### src/rtl/serial_operand_receiver_if.sv
// Operand hand-off bus between the serial receiver and the operand controller.
// The receiver takes the slave side; the controller (or a bench) the master.
interface serial_operand_receiver_if #(
    parameter int DATA_W = 8,
    parameter int NWORDS = 2
);
    logic                       rx;
    logic                       load;
    logic                       flush;
    logic                       controller_inuse;
    logic                       ready;
    logic                       error;
    logic                       rx_busy;
    logic [NWORDS*DATA_W-1:0]   operand;

    modport slave (
        input  rx, load, flush, controller_inuse,
        output ready, error, rx_busy, operand
    );

    modport master (
        output rx, load, flush, controller_inuse,
        input  ready, error, rx_busy, operand
    );
endinterface

### src/rtl/serial_operand_receiver.sv
// Serial front end: deserialises parity-framed words from rx, packs NWORDS
// of them into one operand and offers it to the controller via ready/load.
module serial_operand_receiver #(
    parameter int DATA_W       = 8,
    parameter int NWORDS       = 2,
    parameter int CLKS_PER_BIT = 4
) (
    input  logic                     clk,
    input  logic                     rst,
    serial_operand_receiver_if.slave bus
);
    localparam int OP_W  = NWORDS * DATA_W;
    localparam int CNT_W = $clog2(CLKS_PER_BIT);
    localparam int BIT_W = (DATA_W > 1) ? $clog2(DATA_W) : 1;
    localparam int WC_W  = (NWORDS > 1) ? $clog2(NWORDS) : 1;

    localparam logic [CNT_W-1:0] HALF = CNT_W'(CLKS_PER_BIT / 2 - 1);
    localparam logic [CNT_W-1:0] FULL = CNT_W'(CLKS_PER_BIT - 1);

    typedef enum logic [2:0] {
        IDLE, START, DATA, PARITY, STOP
    } state_t;

    state_t            state;
    state_t            next;
    logic              sync1;
    logic              rxs;
    logic [CNT_W-1:0]  cnt;
    logic [BIT_W-1:0]  bit_cnt;
    logic [DATA_W-1:0] shreg;
    logic              par_ok;
    logic [WC_W-1:0]   word_cnt;
    logic [OP_W-1:0]   asm_reg;
    logic [OP_W-1:0]   asm_nxt;
    logic [OP_W-1:0]   op;
    logic              rdy;
    logic              err;

    logic tick;
    logic last_bit;
    logic samp_data;
    logic samp_par;
    logic stop_edge;
    logic commit;
    logic fault;
    logic last_word;
    logic take;
    logic overrun;

    assign bus.ready   = rdy;
    assign bus.error   = err;
    assign bus.operand = op;

    // Two-flop synchroniser; idles high so reset never looks like a start.
    always_ff @(posedge clk or negedge rst) begin
        if (!rst) begin
            sync1 <= 1'b1;
            rxs   <= 1'b1;
        end else begin
            sync1 <= bus.rx;
            rxs   <= sync1;
        end
    end

    // FSM state register.
    always_ff @(posedge clk or negedge rst) begin
        if (!rst) state <= IDLE;
        else      state <= next;
    end

    // Next state; a start is rxs about to fall, so a line held low
    // after a flush cannot start a frame until it has been high again.
    always_comb begin
        next = state;
        case (state)
            IDLE:    if (!sync1 && rxs) next = START;
            START:   if (tick) next = rxs ? IDLE : DATA;
            DATA:    if (tick && last_bit) next = PARITY;
            PARITY:  if (tick) next = STOP;
            STOP:    if (tick) next = IDLE;
            default: next = IDLE;
        endcase
        if (bus.flush) next = IDLE;
    end

    // FSM outputs: sample strobes and the word/operand commit decisions.
    always_comb begin
        bus.rx_busy = (state != IDLE);
        tick        = (state == START) ? (cnt == HALF) : (cnt == FULL);
        last_bit    = (bit_cnt == BIT_W'(DATA_W - 1));
        samp_data   = (state == DATA) && tick;
        samp_par    = (state == PARITY) && tick;
        stop_edge   = (state == STOP) && tick;
        commit      = stop_edge && par_ok && rxs;
        fault       = stop_edge && !(par_ok && rxs);
        last_word   = (word_cnt == WC_W'(NWORDS - 1));
        take        = commit && last_word && (!rdy || bus.load);
        overrun     = commit && last_word && rdy && !bus.load;
        asm_nxt     = asm_reg;
        asm_nxt[int'(word_cnt) * DATA_W +: DATA_W] = shreg;
    end

    // Bit timing, data shift register and parity capture.
    always_ff @(posedge clk or negedge rst) begin
        if (!rst) begin
            cnt     <= '0;
            bit_cnt <= '0;
            shreg   <= '0;
            par_ok  <= 1'b0;
        end else begin
            if (state == IDLE || tick || bus.flush) cnt <= '0;
            else                                   cnt <= cnt + 1'b1;
            if (state == START)  bit_cnt <= '0;
            else if (samp_data)  bit_cnt <= bit_cnt + 1'b1;
            if (samp_data) shreg  <= {rxs, shreg[DATA_W-1:1]};
            if (samp_par)  par_ok <= ~(^shreg ^ rxs);
        end
    end

    // Word assembly, operand hand-off and sticky error; flush wins.
    always_ff @(posedge clk or negedge rst) begin
        if (!rst) begin
            rdy      <= 1'b0;
            err      <= 1'b0;
            op       <= '0;
            asm_reg  <= '0;
            word_cnt <= '0;
        end else if (bus.flush) begin
            rdy      <= 1'b0;
            err      <= 1'b0;
            op       <= '0;
            asm_reg  <= '0;
            word_cnt <= '0;
        end else begin
            if (take) begin
                rdy <= 1'b1;
                op  <= asm_nxt;
            end else if (bus.load) begin
                rdy <= 1'b0;
            end
            if (fault || overrun)           err <= 1'b1;
            else if (!bus.controller_inuse) err <= 1'b0;
            if (fault)       word_cnt <= '0;
            else if (commit) word_cnt <= last_word ? '0 : word_cnt + 1'b1;
            if (commit) asm_reg <= asm_nxt;
        end
    end
endmodule

### src/flat_wrapper.sv
// flat-port wrapper written by rule: the top's interface ports become plain ports
module serial_operand_receiver_flat 
#(
    parameter int DATA_W       = 8,
    parameter int NWORDS       = 2,
    parameter int CLKS_PER_BIT = 4
)
  (clk, rst, bus_rx, bus_load, bus_flush, bus_controller_inuse, bus_ready, bus_error, bus_rx_busy, bus_operand);
  serial_operand_receiver_if #(.DATA_W(DATA_W), .NWORDS(NWORDS)) bus_i ();
  input  logic clk;
  input  logic rst;
  input wire logic [$bits(bus_i.rx)-1:0] bus_rx;
  input wire logic [$bits(bus_i.load)-1:0] bus_load;
  input wire logic [$bits(bus_i.flush)-1:0] bus_flush;
  input wire logic [$bits(bus_i.controller_inuse)-1:0] bus_controller_inuse;
  output wire logic [$bits(bus_i.ready)-1:0] bus_ready;
  output wire logic [$bits(bus_i.error)-1:0] bus_error;
  output wire logic [$bits(bus_i.rx_busy)-1:0] bus_rx_busy;
  output wire logic [$bits(bus_i.operand)-1:0] bus_operand;
  assign bus_i.rx = bus_rx;
  assign bus_i.load = bus_load;
  assign bus_i.flush = bus_flush;
  assign bus_i.controller_inuse = bus_controller_inuse;
  assign bus_ready = bus_i.ready;
  assign bus_error = bus_i.error;
  assign bus_rx_busy = bus_i.rx_busy;
  assign bus_operand = bus_i.operand;
  serial_operand_receiver #(.DATA_W(DATA_W), .NWORDS(NWORDS), .CLKS_PER_BIT(CLKS_PER_BIT)) u_core (.clk(clk), .rst(rst), .bus(bus_i));
endmodule
### config.mk
export PLATFORM = sky130hd
export DESIGN_NAME = serial_operand_receiver_flat
export DESIGN_NICKNAME = d
export VERILOG_FILES = /design/src/rtl/serial_operand_receiver_if.sv /design/src/rtl/serial_operand_receiver.sv /design/src/flat_wrapper.sv
export SDC_FILE = /design/constraint.sdc
export NUM_CORES = 1
export LEC_CHECK = 0
export ABC_AREA = 1
export ABC_CLOCK_PERIOD_IN_PS = 2150
export CORE_ASPECT_RATIO = 0.75
export CORE_MARGIN = 2
export CORE_UTILIZATION = 57
export DETAILED_ROUTE_END_ITERATION = 8
export HOLD_SLACK_MARGIN = 0.15
export PLACE_DENSITY_LB_ADDON = 0.05
export SYNTH_ARGS = -nofsm -noshare
export SYNTH_HDL_FRONTEND = slang
export SYNTH_SLANG_ARGS = --single-unit
### constraint.sdc
create_clock -name clk -period 2.15 [get_ports clk]
set_clock_uncertainty 0.2 [all_clocks]
set_input_delay 0.215 -clock clk [delete_from_list [all_inputs] [get_ports clk]]
set_output_delay 0.215 -clock clk [all_outputs]
set_load 0.01 [all_outputs]
==> out/metrics.csv, run 1 <==
stage;metric;value;unit
cts;Root Driver;clkbuf_8;
critical_path;Crit Path Category;reg -> out;
critical_path;Crit-path slowest cell;clkdlybuf4s50_1;
finish;fraction of layout instances using a drive strength above 1;0.196;
critical_path;CP delay by family, top;buffers and inverters;
pwr;clock power share;0.264;
critical_path;cell count of the worst reg-to-reg path;6;
finish;post-route cell area;3170;um2
floorplan;std cell rows;21;
synth;Yosys top cell area share;0.467;
synth;Post-Syn Instances;314;
critical_path;required time of the critical path;1740;ps
critical_path;Critical Path Source Type;flip-flop;
synth;Yosys top cell by area;dfrtp_1;
pwr;Peak VDD IR;0.689;mV
critical_path;CP cell instances;inv_2 -> nand2_1 -> clkdlybuf4s50_1;
placed_design;placed inst area;3050;um2
cts;clk sink count;54;
synth;most frequent cells after synthesis;nand2_1 (71), dfrtp_1 (52), inv_1 (31);
timing;Fin. Hold Viols;0;
pwr;Leak;1.44;nW
cts;CTS Buf Count;5;
route;WL/cell;13.3;um
critical_path;worst path buffer plus inverter count;2;
timing;worst slew pin tran;620;ps
run;Max Cap Viol;0;
global_routing;largest net degree at the start of global routing;37;
critical_path;reg2reg start;u_core.state[1];
timing;final number of setup-violating endpoints;0;
floorplan;IO Pins;25;
floorplan;Die Wd;84.7;um
route;met3 WL;222;um
route;starting DRC count in detailed routing;160;
floorplan;die height;64.6;um
timing;Tcrit/Tclk final;0.936;
route;DR vias/cell;5.24;
synth;simple-gate portion of the synthesized area;0.241;
pwr;sw frac;0.320;
route;via count;2087;
synth;Synth Area in Compound Gates;0.163;
cts;Clock transition at path regs;100;ps
synth;Syn. warnings;0;
route;M1 wire length;2720;um
synth;number of synthesized flops with an enable pin;0;
finish;Final #Nets;348;
timing;RSZ-0062 raised after global routing;false;
critical_path;crit path to;bus_rx_busy;
global_routing;initial antenna violation count;0;
critical_path;WP depth;3;
synth;proportion of synthesized area in mux cells;0.00808;
synth;#FFs+latches synth;54;
finish;area grow syn2layout;13.8;%
pwr;Seq pwr share;0.510;
critical_path;CP Data Arrival Time;1600;ps
global_routing;first-pass GRT wire length;9760;um
cts;number of H-tree levels;2;
synth;count leader, synth;nand2_1;
synth;synth unique cells;31;
synth;mapped cell area;2790;um2
critical_path;register-to-register setup slack;230;ps
timing;setup TNS;0;ps
synth;syn_nets;322;
synth;XOR/XNOR Fraction of Synth Area;0.00629;
global_routing;vias in the first global route;2096;
critical_path;Crit. End Element;output pin;
cts;# Post-CTS Setup Buffers;0;
pwr;total power divided by cell area;699;nW/um2
status;outcome;complete, no violations;
pwr;Switch Pwr;710;uW
synth;Post-Syn Area per Cell;8.87;um2
critical_path;reg-to-reg endpoint;u_core.bus.operand[8];
critical_path;CP startpoint;u_core.state[2];
floorplan;die area;5470;um2
floorplan;Starting Density;0.609;
synth;dominant synthesized flop cell;dfrtp_1;
route;top routing layer used;met4;
critical_path;max incr delay on CP;560;ps
global_routing;overall routing resource usage;0.223;
cts;CTS tree;yes;
timing;Slew Limit Headroom;0.586;
route;drt pass-1 iters;4;
critical_path;worst-path fanout max;5;
cts;worst skew pair latency;300;ps
floorplan;core area;4570;um2
global_routing;grt total ovfl;0;
placed_design;IO Port Bufs;24;
finish;Antenna Cells;0;
synth;top area cells in the synthesized netlist;dfrtp_1 (47%), nand2_1 (9.6%), o21ai_2 (6.6%);
synth;Adder-Cell Fraction of Synth Area;0.00898;
pwr;internal power;1.51;mW
placed_design;GPL Wtd Cong;0.876;
timing;Worst Hold Slack;161;ps
timing;Tmin final;2010;ps
route;drt total wl;5300;um
synth;asr flop ratio synth;1.00;
cts;Max clock buf depth;2;
synth;post-synthesis sequential area ratio;0.486;
timing;fmax;497;MHz
route;Routed Antenna Nets;0;
route;Remaining DRCs;0;
route;routed wl met2;2320;um
placed_design;DP Wirelength;3770;um
synth;combinational family with the most area after synthesis;simple AND/OR/NAND/NOR gates;
hold_path;Hold WC Path Type;reg -> reg;
pwr;Combinational Power Share;0.227;
timing;Final Slew Violations;0;
## worst min-delay path by stage
stage,from,depth (start not counted),endpoint
4_1_cts,u_core.sync1,0,u_core.rxs
3_5_place_dp,rst,1,u_core.cnt[1]
2_1_floorplan,rst,0,u_core.asm_reg[0]
3_3_place_gp,rst,1,u_core.cnt[1]
6_report,u_core.sync1,0,u_core.rxs
5_1_grt,u_core.sync1,0,u_core.rxs
## cell usage in the layout (no fill, tap or decap), types with 5 or more instances in the layout
cell | Yosys | layout
nand2_1 | 71 | 71
dfrtp_1 | 52 | 52
inv_1 | 31 | 31
clkdlybuf4s50_1 | 0 | 23
o21ai_2 | 21 | 21
o21ai_0 | 20 | 20
nand3_1 | 20 | 20
a21oi_1 | 17 | 17
nor2_1 | 14 | 14
o21ai_1 | 14 | 14
nand3_2 | 8 | 8
clkbuf_8 | 0 | 6
buf_4 | 1 | 6
inv_2 | 5 | 5
## per-stage QoR
| stage | power [mW] | util | setup WS (ps) | cells |
|---|---|---|---|---|
| 2_1_floorplan | 1.49 | - | 622 | 314 |
| 6_report | 2.22 | 0.694 | 137 | 398 |
| 3_3_place_gp | 1.65 | 0.667 | 130 | 388 |
| 5_1_grt | 2.36 | 0.694 | 63.6 | 398 |
| 3_5_place_dp | 1.65 | 0.667 | 86.9 | 388 |
| 4_1_cts | 2.24 | 0.693 | 118 | 398 |
## layout make-up
| cell class | instances | area, um2 |
|---|---|---|
| Multi-Input combinational cell | 210 | 1200 |
| Tap cell | 57 | 71.3 |
| Timing Repair Buffer | 33 | 320 |
| Sequential cell | 54 | 1350 |
| Clock buffer | 6 | 82.6 |
| Clock inverter | 2 | 12.5 |
| Inverter | 36 | 135 |
| Fill cell | 397 | 1400 |
## cell families (layout without fill, tap and decap cells)
| logic type | after synthesis | count (layout) |
|---|---|---|
| fa+ha+maj | 2 | 2 |
| buf+inv | 50 | 77 |
| compound gates | 74 | 74 |
| flops | 54 | 54 |
| xor+xnor | 2 | 2 |
| mux | 1 | 1 |
| simple gates | 131 | 131 |
## timing repair
item	in CTS	in global routing
hold buffers	2	0
setup endpoints to repair	0	12
gates resized for setup	0	1
hold endpoints to repair	53	0
## per-layer routing
| layer | track usage | vias to the layer above |
|---|---|---|
| li1 | - | 1080 |
| met4 | 0.0496 | 0 |
| met1 | 0.333 | 964 |
| met2 | 0.341 | 38 |
| met5 | 0 | - |
| met3 | 0.0446 | 5 |
## power by group through the flow
stage | Sequential (mW) | Combinational [mW] | Clock (mW)
5_1_grt | 1.14 | 0.576 | 0.645
6_report | 1.13 | 0.502 | 0.585
4_1_cts | 1.13 | 0.504 | 0.606
2_1_floorplan | 1.16 | 0.336 | 0
3_5_place_dp | 1.15 | 0.498 | 0
3_3_place_gp | 1.15 | 0.499 | 0
Note: power is estimated with default switching activity, not from simulation.
==> run 2, diff against run 1 <==
- ABC_CLOCK_PERIOD_IN_PS: 2150 -> 2180
- DONT_BUFFER_PORTS: unset -> 1
- clock period: 2.15 -> 2.18 ns (I/O delays scaled with it)
==> run 2 against run 1 <==
Against the previous run:
- die area is the same
- design area shrank 6.6%
- via count shrank 4.6%
- count of clock-buffer cells in the layout is the same
- sequential cell count is the same
- wire length shrank 1.9%
- clock power grew 3%
- largest cell class unchanged
- largest power group unchanged
==> out/metrics.csv, run 2 (synthesized netlist as in run 1, its figures left out) <==
stage;metric;value;unit;change
route;top routing layer used;met4;;unchanged
finish;fin cells;375;;was 398
global_routing;grt total ovfl;0;;unchanged
status;outcome;complete, no violations;;unchanged
critical_path;CP Data Arrival Time;2110;ps;was 1600 ps
timing;Tmin final;2060;ps;
timing;Worst Hold Slack;166;ps;was 161 ps
cts;worst skew pair latency;310;ps;was 300 ps
finish;fillers;388;;was 397
timing;worst slew pin tran;636;ps;was 620 ps
global_routing;first-pass GRT wire length;9030;um;was 9760 um
critical_path;Critical Path Source Type;flip-flop;;unchanged
finish;post-layout util;0.648;;was 0.694
finish;most frequent cells in the layout;nand2_1 (71), dfrtp_1 (52), inv_1 (31);;unchanged
critical_path;Crit. End Element;flip-flop;;was output pin
route;Routed Antenna Nets;0;;unchanged
finish;Antenna Cells;0;;unchanged
timing;fmax;486;MHz;
finish;FF+latch area;1350;um2;unchanged
timing;Fin. Hold Viols;0;;unchanged
pwr;Leak;1.36;nW;was 1.44 nW
placed_design;placed cell count;361;;was 388
route;starting DRC count in detailed routing;113;;was 160
finish;Multi-input gate area;1200;um2;unchanged
floorplan;Die Wd;84.7;um;unchanged
global_routing;overall routing resource usage;0.208;;was 0.223
placed_design;IO Port Bufs;0;;was 24
finish;fraction of layout instances using a drive strength above 1;0.201;;was 0.196
route;M1 wire length;2780;um;was 2720 um
finish;Final #Nets;325;;was 348
run;Max Cap Viol;0;;unchanged
cts;CTS tree;yes;;unchanged
timing;Final Slew Violations;0;;unchanged
finish;area grow syn2layout;6.33;%;was 13.8%
pwr;total power divided by cell area;734;nW/um2;was 699 nW/um2
placed_design;DP Wirelength;3540;um;was 3770 um
route;drt pass-1 iters;4;;unchanged
route;met3 WL;189;um;was 222 um
floorplan;core area;4570;um2;unchanged
route;DR vias/cell;5.31;;was 5.24
hold_path;Hold WC Path Type;reg -> reg;;unchanged
timing;Slew Limit Headroom;0.575;;was 0.586
route;WL/cell;13.9;um;was 13.3 um
cts;Clock transition at path regs;100;ps;about the same
cts;Max clock buf depth;2;;unchanged
timing;Tcrit/Tclk final;0.944;;
route;via count;1992;;was 2,087
placed_design;GPL Wtd Cong;0.833;;was 0.876
floorplan;die height;64.6;um;unchanged
global_routing;initial antenna violation count;0;;unchanged
route;Remaining DRCs;0;;unchanged
route;routed wl met2;2190;um;was 2320 um
critical_path;worst-path fanout max;6;;was 5
route;drt total wl;5200;um;was 5300 um
floorplan;IO Pins;25;;unchanged
pwr;Peak VDD IR;0.514;mV;was 0.689 mV
floorplan;die area;5470;um2;unchanged
cts;Root Driver;clkbuf_8;;unchanged
critical_path;Crit Path Category;reg -> reg;;was reg -> out
floorplan;std cell rows;21;;unchanged
critical_path;required time of the critical path;2230;ps;was 1740 ps
pwr;Tot Pwr;2.18;mW;was 2.22 mW
timing;RSZ-0062 raised after global routing;false;;unchanged
cts;number of H-tree levels;2;;unchanged
floorplan;Starting Density;0.609;;unchanged
cts;CTS Buf Count;5;;unchanged
timing;setup TNS;0;ps;unchanged
global_routing;vias in the first global route;1834;;was 2,096
global_routing;largest net degree at the start of global routing;55;;was 37
finish;commonest non-fill, non-tap cell in the layout;nand2_1;;unchanged
cts;clk sink count;54;;unchanged
timing;final number of setup-violating endpoints;0;;unchanged
[run 2: final timing paths]
path | from | to | slack [ps] | cells after the start
setup reg to reg | u_core.state[0] | u_core.bus.error | 120 | 6
hold / removal | u_core.sync1 | u_core.rxs | 170 | 0
setup / recovery | u_core.state[0] | u_core.bus.error | 120 | 6
max in group asynchronous | rst | u_core.sync1 | 1280 | 2
hold reg to reg | u_core.sync1 | u_core.rxs | 170 | 0
min in group asynchronous | rst | u_core.bus.operand[2] | 230 | 2
[run 2: per-stage QoR]
step | instance area (um2) | setup WS [ps]
final | 2960 | 123
after global routing | 2960 | 29.1
after global placement | 2780 | 191
after detailed placement | 2780 | 122
after CTS | 2960 | 82.0
after floorplan | 2790 | 652
[run 2: final cells by class]
cell class	count	share of cell area
Tap cell	57	0.0241
Clock inverter	2	0.00549
Inverter	36	0.0456
Timing Repair Buffer	10	0.0363
Multi-Input combinational cell	210	0.404
Sequential cell	54	0.457
Clock buffer	6	0.0279
[run 2: power by group]
group          internal [mW]  switching, mW
clock                  0.262          0.338
combinational          0.144          0.305
sequential              1.05         0.0768
[run 2: worst max-delay path, cell delays in order, from the launching register on]
cell,delay (ps)
dfrtp_1,490
nor2_4,170
nand4_4,130
nor2_4,200
nand4_1,100
a21oi_1,140
dlygate4sd3_1,570
[run 2: timing repair]
item                                    4_1_cts  5_1_grt
setup buffers                                 0        0
hold buffers                                  6        0
endpoints found under the setup margin        0       16
gates resized for setup                       0        1
endpoints found under the hold margin        84        0
[run 2: routing by layer]
layer / up-vias / GRT usage
li1: 1035 / -
met1: 914 / 0.323
met2: 38 / 0.297
met3: 5 / 0.0433
met4: 0 / 0.0536
met5: - / 0
==> run 3, diff against run 2 <==
- SKIP_CTS_REPAIR_TIMING: unset -> 1
- SLEW_MARGIN: unset -> 20
==> run 3 against run 2 <==
Against the previous run:
- non-clock buffer count increased by 1
- via count shrank 0.10%
- worst setup slack improved by 25 ps
- sequential share of layout area down 0.15 points
- combinational power barely moved
- critical path depth did not move
- wire length rose by 0.19%
- sequential power about the same
- power down 0.23%
- sequential cell count unchanged
- fmax up 1.2%
==> out/metrics.csv, run 3 (synthesized netlist as in run 1, its figures left out) <==
stage;metric;value;unit;change
timing;worst slew pin tran;634;ps;was 636 ps
floorplan;IO Pins;25;;unchanged
critical_path;CP cell instances;nor2_4 -> nand4_4 -> nor2_4 -> nand4_1 -> a21oi_1 -> dlygate4sd3_1;;unchanged
cts;CTS Buf Count;5;;unchanged
placed_design;DP Wirelength;3540;um;unchanged
pwr;Tot Pwr;2.17;mW;was 2.18 mW
critical_path;Crit-path slowest cell;dlygate4sd3_1;;unchanged
floorplan;Die Wd;84.7;um;unchanged
floorplan;Starting Density;0.609;;unchanged
placed_design;placed cell count;361;;unchanged
finish;post-route cell area;2970;um2;was 2960 um2
cts;Clock transition at path regs;100;ps;about the same
critical_path;worst-path fanout max;6;;unchanged
finish;most frequent cells in the layout;nand2_1 (71), dfrtp_1 (52), inv_1 (31);;unchanged
placed_design;IO Port Bufs;0;;unchanged
finish;post-layout util;0.650;;was 0.648
critical_path;Crit. End Element;flip-flop;;unchanged
finish;fillers;387;;was 388
run;Max Cap Viol;0;;unchanged
critical_path;worst path buffer plus inverter count;1;;unchanged
critical_path;required time of the critical path;2230;ps;about the same
finish;FF+latch area;1350;um2;unchanged
finish;commonest non-fill, non-tap cell in the layout;nand2_1;;unchanged
global_routing;grt total ovfl;0;;unchanged
global_routing;largest net degree at the start of global routing;55;;unchanged
timing;Slew Limit Headroom;0.576;;was 0.575
timing;Tmin final;2030;ps;was 2060 ps
route;met3 WL;235;um;was 189 um
critical_path;max incr delay on CP;560;ps;was 570 ps
route;routed wl met2;2170;um;was 2190 um
route;drt pass-1 iters;6;;was 4
placed_design;GPL Wtd Cong;0.833;;unchanged
finish;area grow syn2layout;6.69;%;was 6.33%
cts;worst skew pair latency;300;ps;was 310 ps
floorplan;std cell rows;21;;unchanged
timing;fmax;492;MHz;was 486 MHz
route;M1 wire length;2750;um;was 2780 um
critical_path;critical path's most frequent cell;nor2_4;;unchanged
pwr;Peak VDD IR;0.501;mV;was 0.514 mV
critical_path;Critical Path Source Type;flip-flop;;unchanged
route;WL/cell;13.9;um;about the same
timing;final number of setup-violating endpoints;0;;unchanged
finish;fin cells;376;;was 375
route;Remaining DRCs;0;;unchanged
route;drt total wl;5210;um;was 5200 um
timing;Final Slew Violations;0;;unchanged
route;via count;1990;;was 1,992
pwr;Leak;1.37;nW;was 1.36 nW
cts;clk sink count;54;;unchanged
finish;Final #Nets;326;;was 325
timing;worst setup margin;148;ps;was 123 ps
cts;Root Driver;clkbuf_8;;unchanged
timing;RSZ-0062 raised after global routing;false;;unchanged
cts;Max clock buf depth;2;;unchanged
floorplan;core area;4570;um2;unchanged
hold_path;Hold WC Path Type;reg -> reg;;unchanged
cts;CTS tree;yes;;unchanged
route;Routed Antenna Nets;0;;unchanged
placed_design;placed inst area;2780;um2;unchanged
timing;setup TNS;0;ps;unchanged
critical_path;Crit Path Category;reg -> reg;;unchanged
global_routing;overall routing resource usage;0.208;;about the same
route;starting DRC count in detailed routing;117;;was 113
timing;Worst Hold Slack;166;ps;about the same
finish;Multi-input gate area;1200;um2;unchanged
cts;number of H-tree levels;2;;unchanged
critical_path;CP Data Arrival Time;2080;ps;was 2110 ps
global_routing;initial antenna violation count;0;;unchanged
global_routing;vias in the first global route;1824;;was 1,834
pwr;total power divided by cell area;730;nW/um2;was 734 nW/um2
timing;Tcrit/Tclk final;0.932;;was 0.944
critical_path;CP delay by family, top;simple AND/OR/NAND/NOR gates;;unchanged
global_routing;first-pass GRT wire length;9000;um;was 9030 um
route;top routing layer used;met4;;unchanged
floorplan;die height;64.6;um;unchanged
timing;Fin. Hold Viols;0;;unchanged
route;DR vias/cell;5.29;;was 5.31
floorplan;die area;5470;um2;unchanged
status;outcome;complete, no violations;;unchanged
finish;Antenna Cells;0;;unchanged
placed_design;worst slack, placed;122;ps;unchanged
finish;fraction of layout instances using a drive strength above 1;0.201;;about the same
## run 3: final timing paths
check                                     start               end  slack, ps  cells after the start
worst max-delay path            u_core.state[0]  u_core.bus.error        150                      6
worst min-delay path               u_core.sync1        u_core.rxs        170                      0
worst max register to register  u_core.state[0]  u_core.bus.error        150                      6
worst min register to register     u_core.sync1        u_core.rxs        170                      0
max in group asynchronous                   rst      u_core.sync1       1240                      2
min in group asynchronous                   rst  u_core.bus.ready        260                      2
## run 3: where the power goes
group,switching (mW),internal [mW]
combinational,0.306,0.144
clock,0.332,0.262
sequential,0.0764,1.05
total,0.715,1.46
## run 3: layout make-up
type	instances	area share
Clock inverter	2	0.00547
Sequential cell	54	0.455
Clock buffer	6	0.0278
Tap cell	57	0.0240
Multi-Input combinational cell	210	0.402
Inverter	36	0.0455
Timing Repair Buffer	11	0.0396
## run 3: routing by layer
metal	up-vias	GRT usage
met2	43	0.297
met3	7	0.0446
met4	0	0.0536
li1	1038	-
met1	902	0.320
met5	-	0
